**src/rtl/yo6530_pkg.sv**
```systemverilog
// yo6530_pkg: shared types, widths and decode helpers for the 6530 bus interface.
package yo6530_pkg;

   localparam int ADDR_W  = 10;
   localparam int DATA_W  = 8;
   localparam int RAM_A_W = 6;
   localparam int IO_A_W  = 4;

   typedef enum logic [1:0] {SEL_NONE, SEL_ROM, SEL_RAM, SEL_IO} sel_t;
   typedef enum logic [1:0] {IDLE, WAIT, DRIVE, WHOLD} state_t;

   // The bit just above the RAM address field picks RAM versus I/O.
   function automatic sel_t decode_sel(input logic rs0, input logic io_bit);
      return rs0 ? SEL_ROM : (io_bit ? SEL_IO : SEL_RAM);
   endfunction

   function automatic logic [2:0] sel_onehot(input sel_t s);
      return {s == SEL_ROM, s == SEL_RAM, s == SEL_IO};
   endfunction

endpackage

```
**src/rtl/yo6530_phi2_sync.sv**
```systemverilog
// yo6530_phi2_sync: synchronises phi2 into clk and emits one-cycle rise/fall pulses.
module yo6530_phi2_sync #(
   parameter int SYNC_STAGES = 2
) (
   input  logic clk,
   input  logic rst_n,
   input  logic phi2,
   output logic rise,
   output logic fall
);

   logic [SYNC_STAGES-1:0] sr;
   logic                   q;

   always_ff @(posedge clk or negedge rst_n) begin
      if (!rst_n) begin
         sr <= '0;
         q  <= 1'b0;
      end else begin
         sr <= {sr[SYNC_STAGES-2:0], phi2};
         q  <= sr[SYNC_STAGES-1];
      end
   end

   assign rise = sr[SYNC_STAGES-1] & ~q;
   assign fall = ~sr[SYNC_STAGES-1] & q;

endmodule

```
**src/rtl/yo6530_bus_if.sv**
```systemverilog
// yo6530_bus_if: 6502-side bus interface for the 6530 ROM/RAM/IO blocks.
// Define YO6530_BUS_CONFLICT_DET_EN to add the sticky bus_conflict output.
module yo6530_bus_if import yo6530_pkg::*; #(
   parameter int RD_LATENCY  = 1,
   parameter int SYNC_STAGES = 2
) (
   input  logic              clk,
   input  logic              rst_n,
   input  logic              phi2,
   input  logic              cs,
   input  logic              rw,
   input  logic              rs0,
   input  logic [ADDR_W-1:0] a,
   input  logic [DATA_W-1:0] d_in,
   output logic [DATA_W-1:0] d_out,
   output logic              d_oe,
   output logic              rom_en,
   output logic              ram_en,
   output logic              io_en,
   output logic [ADDR_W-1:0] addr_q,
   output logic [DATA_W-1:0] wr_data,
   output logic              ram_we,
   output logic              io_we,
   input  logic              rom_oe,
   input  logic              ram_oe,
   input  logic              io_oe,
   input  logic [DATA_W-1:0] rom_do,
   input  logic [DATA_W-1:0] ram_do,
   input  logic [DATA_W-1:0] io_do
`ifdef YO6530_BUS_CONFLICT_DET_EN
   ,
   output logic              bus_conflict
`endif
);

   localparam logic [1:0] LAT_LAST = 2'(RD_LATENCY - 1);

   state_t            state;
   sel_t              sel, dec;
   logic [1:0]        cnt;
   logic              rise, fall, sel_oe;
   logic [DATA_W-1:0] sel_do;

   yo6530_phi2_sync #(.SYNC_STAGES(SYNC_STAGES)) u_sync (
      .clk  (clk),
      .rst_n(rst_n),
      .phi2 (phi2),
      .rise (rise),
      .fall (fall)
   );

   always_comb begin
      dec    = decode_sel(rs0, a[RAM_A_W]);
      sel_oe = sel == SEL_ROM ? rom_oe : sel == SEL_RAM ? ram_oe : sel == SEL_IO ? io_oe : 1'b0;
      sel_do = sel == SEL_ROM ? rom_do : sel == SEL_RAM ? ram_do : sel == SEL_IO ? io_do : '0;
   end

   // A rise always restarts the access, whatever state the FSM was in.
   always_ff @(posedge clk or negedge rst_n) begin
      if (!rst_n) begin
         state                   <= IDLE;
         sel                     <= SEL_NONE;
         cnt                     <= '0;
         addr_q                  <= '0;
         wr_data                 <= '0;
         d_out                   <= '0;
         d_oe                    <= 1'b0;
         {rom_en, ram_en, io_en} <= '0;
         ram_we                  <= 1'b0;
         io_we                   <= 1'b0;
      end else begin
         ram_we <= 1'b0;
         io_we  <= 1'b0;
         if (rise) begin
            d_oe  <= 1'b0;
            d_out <= '0;
            if (cs) begin
               state                   <= rw ? WAIT : WHOLD;
               sel                     <= dec;
               addr_q                  <= a;
               cnt                     <= '0;
               {rom_en, ram_en, io_en} <= sel_onehot(dec);
            end else begin
               state                   <= IDLE;
               {rom_en, ram_en, io_en} <= '0;
            end
         end else begin
            case (state)
               WAIT: begin
                  if (fall) begin
                     state                   <= IDLE;
                     {rom_en, ram_en, io_en} <= '0;
                  end else if (cnt == LAT_LAST) begin
                     state <= DRIVE;
                  end else begin
                     cnt <= cnt + 2'd1;
                  end
               end
               DRIVE: begin
                  if (fall) begin
                     state                   <= IDLE;
                     d_oe                    <= 1'b0;
                     d_out                   <= '0;
                     {rom_en, ram_en, io_en} <= '0;
                  end else begin
                     d_oe  <= sel_oe;
                     d_out <= sel_oe ? sel_do : '0;
                  end
               end
               WHOLD: begin
                  if (fall) begin
                     state                   <= IDLE;
                     wr_data                 <= d_in;
                     ram_we                  <= sel == SEL_RAM;
                     io_we                   <= sel == SEL_IO;
                     {rom_en, ram_en, io_en} <= '0;
                  end
               end
               default: ;
            endcase
         end
      end
   end

`ifdef YO6530_BUS_CONFLICT_DET_EN
   logic [2:0] oes;

   assign oes = {rom_oe, ram_oe, io_oe};

   // oes & (oes - 1) is non-zero exactly when more than one OE is high.
   always_ff @(posedge clk or negedge rst_n) begin
      if (!rst_n)
         bus_conflict <= 1'b0;
      else if ((oes & (oes - 3'd1)) != 3'd0 ||
               (state == DRIVE && (oes & ~{rom_en, ram_en, io_en}) != 3'd0))
         bus_conflict <= 1'b1;
   end
`endif

endmodule
```
**config.mk**
```make
export PLATFORM = sky130hd
export DESIGN_NAME = yo6530_bus_if
export DESIGN_NICKNAME = d
export VERILOG_FILES = /design/src/rtl/yo6530_pkg.sv /design/src/rtl/yo6530_phi2_sync.sv /design/src/rtl/yo6530_bus_if.sv
export SDC_FILE = /design/constraint.sdc
export NUM_CORES = 1
export LEC_CHECK = 0
export BUFFER_PORTS_ARGS = -buffer_cell sky130_fd_sc_hd__buf_2
export CAP_MARGIN = 10
export CORE_UTILIZATION = 43
export CTS_CLUSTER_SIZE = 40
export DETAILED_ROUTE_END_ITERATION = 16
export PLACE_DENSITY_LB_ADDON = 0.25
export SETUP_SLACK_MARGIN = 0.2
export SLEW_MARGIN = 20
export SYNTH_ARGS = -nofsm -noshare
export SYNTH_HDL_FRONTEND = slang
export SYNTH_SLANG_ARGS = --single-unit
```
**constraint.sdc**
```tcl
create_clock -name clk -period 2.86 [get_ports clk]
set_clock_uncertainty 0.2 [all_clocks]
set_input_delay 0.286 -clock clk [delete_from_list [all_inputs] [get_ports clk]]
set_output_delay 0.286 -clock clk [all_outputs]
set_load 0.02 [all_outputs]
```
==> flow_metrics.tcl <==
set metrics [dict create \
    drt_iter0_markers 47 \
    cts_tree "yes" \
    endpoint_kind "register" \
    critical_path_buf_inv_count 1 \
    hpwl_mm 2.72 \
    core_mm2 0.00435 \
    path_max_fanout 18 \
    drc 0 \
    drv_cap 0 \
    critical_path.top_delay_family "simple AND/OR/NAND/NOR gates" \
    cp_slowest_cell "nand2_1" \
    final-setup-viol-count 0 \
    final_common_cell "buf_2" \
    grt_max_degree 42 \
    slew_headroom 0.418 \
    clock.fmax_ghz 0.479 \
    power_frac_clock 0.298 \
    slew_viol_final 0 \
    synth_edf_count 0 \
    hold_violations 0 \
    startpoint_type "register" \
    synthArstFlopShare 1.00 \
    place_inst 277 \
    grt-ovfl-total 0 \
    syn_to_final_growth_pct 30.9 \
    drive_above_1_share 0.460 \
    worstRegToRegCells 5 \
    initial_utilization 0.445 \
    dieArea_mm2 0.00477 \
    worstMarginPinSlew_ps 873 \
    die_x_um 69.1 \
    layout_setup_ws_ps 772 \
    synth_seq_area_share 0.530 \
    muxShareOfSynthArea 0.173 \
    first_global_vias 1536 \
    grt_use_total 0.169 \
    cts_buffer_depth 2 \
    cts-resized-gates 0 \
    tns_ps 0 \
    use_met1 0.204 \
    vias 1473 \
    layout_common_cells "buf_2 (82), dfrtp_1 (41), mux2_1 (18), inv_1 (14), mux2_2 (10)" \
    peakVddDrop_v 0.000402 \
    p_int_mw 1.12 \
    avgRoutedWirePerCell_um 12.9 \
    routed_wl_mm 3.76 \
    post-place-ws_ps 769 \
    vias_per_cell 5.06 \
    clkTransAtPathRegs_ps 70 \
    synth-xor-area-share 0 \
    switchingPower_uw 473 \
    path_class "register to register" \
    final_nets 293 \
    portBuffers 82 \
    cts_setup_buffers 0 \
    synth_top_flop_cell "dfrtp_1" \
    synth_simple_gate_area_share 0.0860 \
    synth.distinct_cells 32 \
    synthCells 152 \
    switching_share 0.298 \
    synth_fa_ha_area_frac 0.0259 \
    drt_pre_antenna_iters 4 \
    gr-usage-met2 0.287 \
    ys_ff_latch 41 \
    ant_nets 0 \
    critical_path.cell_chain "inv_1 -> ha_1 -> nand2_1 -> nor3_1 -> mux2_1" \
    power_density_mw_per_mm2 627 \
    seq_power_share 0.452 \
    ios 83 \
    cts_inserted_buffers 5 \
    grt_pass1_wl_mm 6.48 \
    holdPathStages 2 \
    synth_top_family_by_area "multiplexers" \
    die_height_um 69.1 \
    cpPeakStageDelay_ps 480 \
    stdcell_count 291 \
    grt_use_met3 0.0585 \
    path_depth 5 \
    fin_hold_ws_ps 9.20 \
    ys_warn_count 0 \
    worstHoldPathType "input pin to register" \
    status "completed" \
    p_comb_frac 0.250 \
    fp-row-count 24 \
    cts.sinks 41 \
    crit_required_ps 2880 \
    top_usage_layer "met2" \
    p_leak_nw 1.24 \
    finalCriticalPeriod_ps 2090 \
    diodes 0 \
    gp_congestion 0.756 \
    grt_setup_unrepaired "false" \
    syn-cell-area_mm2 0.00194 \
    syn_avg_cell_area_um2 12.7 \
    synth_nets 207 \
    clkLatencyLatePin_ps 280 \
    synth_compound_area_frac 0.130 \
    cp.arrival_ps 2110 \
    cts_root_buffer "clkbuf_8" \
    cts_max_level 2 \
    post-route-period-util 0.730 \
    antenna_found_initial 0 \
]
-- logic make-up (layout without fill, tap and decap cells) --
logic type	after synthesis	count (layout)
AO/OA/AOI/OAI	26	26
adder cells (fa/ha/maj)	4	4
buffers and inverters	23	110
flip-flops	41	41
multiplexers	30	30
AND/OR/NAND/NOR	28	28
-- flip-flops by register name (all words and copies together), names as in the netlist, 2 cells and up --
register and flops:
addr_q 10, cnt 2, d_out 8, sel 2, state 2, u_sync.sr 2
wr_data 8
-- what timing repair did --
item,in CTS,in global routing
hold buffers,5,1
endpoints found under the setup margin,0,0
hold endpoints to repair,45,1
-- per-layer routing --
layer | up-vias | share of wire
met5 | - | 0
met4 | 0 | 0.0051
met3 | 2 | 0.072
met2 | 53 | 0.49
met1 | 710 | 0.43
li1 | 708 | -
-- Yosys cell counts, types with 3 or more instances --
| cell type | n | area [um^2] |
|---|---|---|
| dfrtp_1 | 41 | 1030 |
| mux2_1 | 18 | 203 |
| inv_1 | 14 | 52.6 |
| mux2_2 | 10 | 113 |
| a22oi_1 | 8 | 60.1 |
| o32ai_2 | 8 | 130 |
| nand2_1 | 6 | 22.5 |
| nor2_1 | 5 | 18.8 |
| buf_2 | 4 | 20.0 |
| ha_1 | 4 | 50.1 |
| nor3b_1 | 3 | 22.5 |
| o21ai_1 | 3 | 15.0 |
-- layout make-up --
class | count | area, um^2
Clock buffer | 7 | 86.3
Clock inverter | 1 | 30.0
Fill cell | 358 | 1820
Inverter | 14 | 52.6
Multi-Input combinational cell | 88 | 803
Sequential cell | 41 | 1030
Tap cell | 52 | 65.1
Timing Repair Buffer | 88 | 470
-- through the flow --
stage               total power, mW  utilization  cell area, um^2
floorplan                     0.983            -             1940
global placement               1.12        0.541             2360
detailed placement             1.13        0.541             2360
CTS                            1.61        0.580             2520
global route                   1.67        0.582             2530
finish                         1.59        0.582             2530
-- path summary, 6_finish.rpt --
kind                         startpoint           end  slack (ps)
setup / recovery               u_sync.q        ram_en         770
hold / removal                  d_in[7]    wr_data[7]           9
setup reg to reg               u_sync.q        ram_en         770
hold reg to reg            u_sync.sr[0]  u_sync.sr[1]         150
max in group asynchronous         rst_n     addr_q[5]        1460
min in group asynchronous         rst_n          d_oe         450
-- power by group through the flow --
| stage | combinational [mW] | clock [mW] | sequential (mW) |
|---|---|---|---|
| 6_report | 0.398 | 0.474 | 0.718 |
| 5_1_grt | 0.430 | 0.511 | 0.731 |
| 4_1_cts | 0.401 | 0.487 | 0.719 |
| 3_5_place_dp | 0.396 | 0 | 0.730 |
| 3_3_place_gp | 0.390 | 0 | 0.731 |
| 2_1_floorplan | 0.182 | 0 | 0.801 |
(Power assumes the default switching activity.)
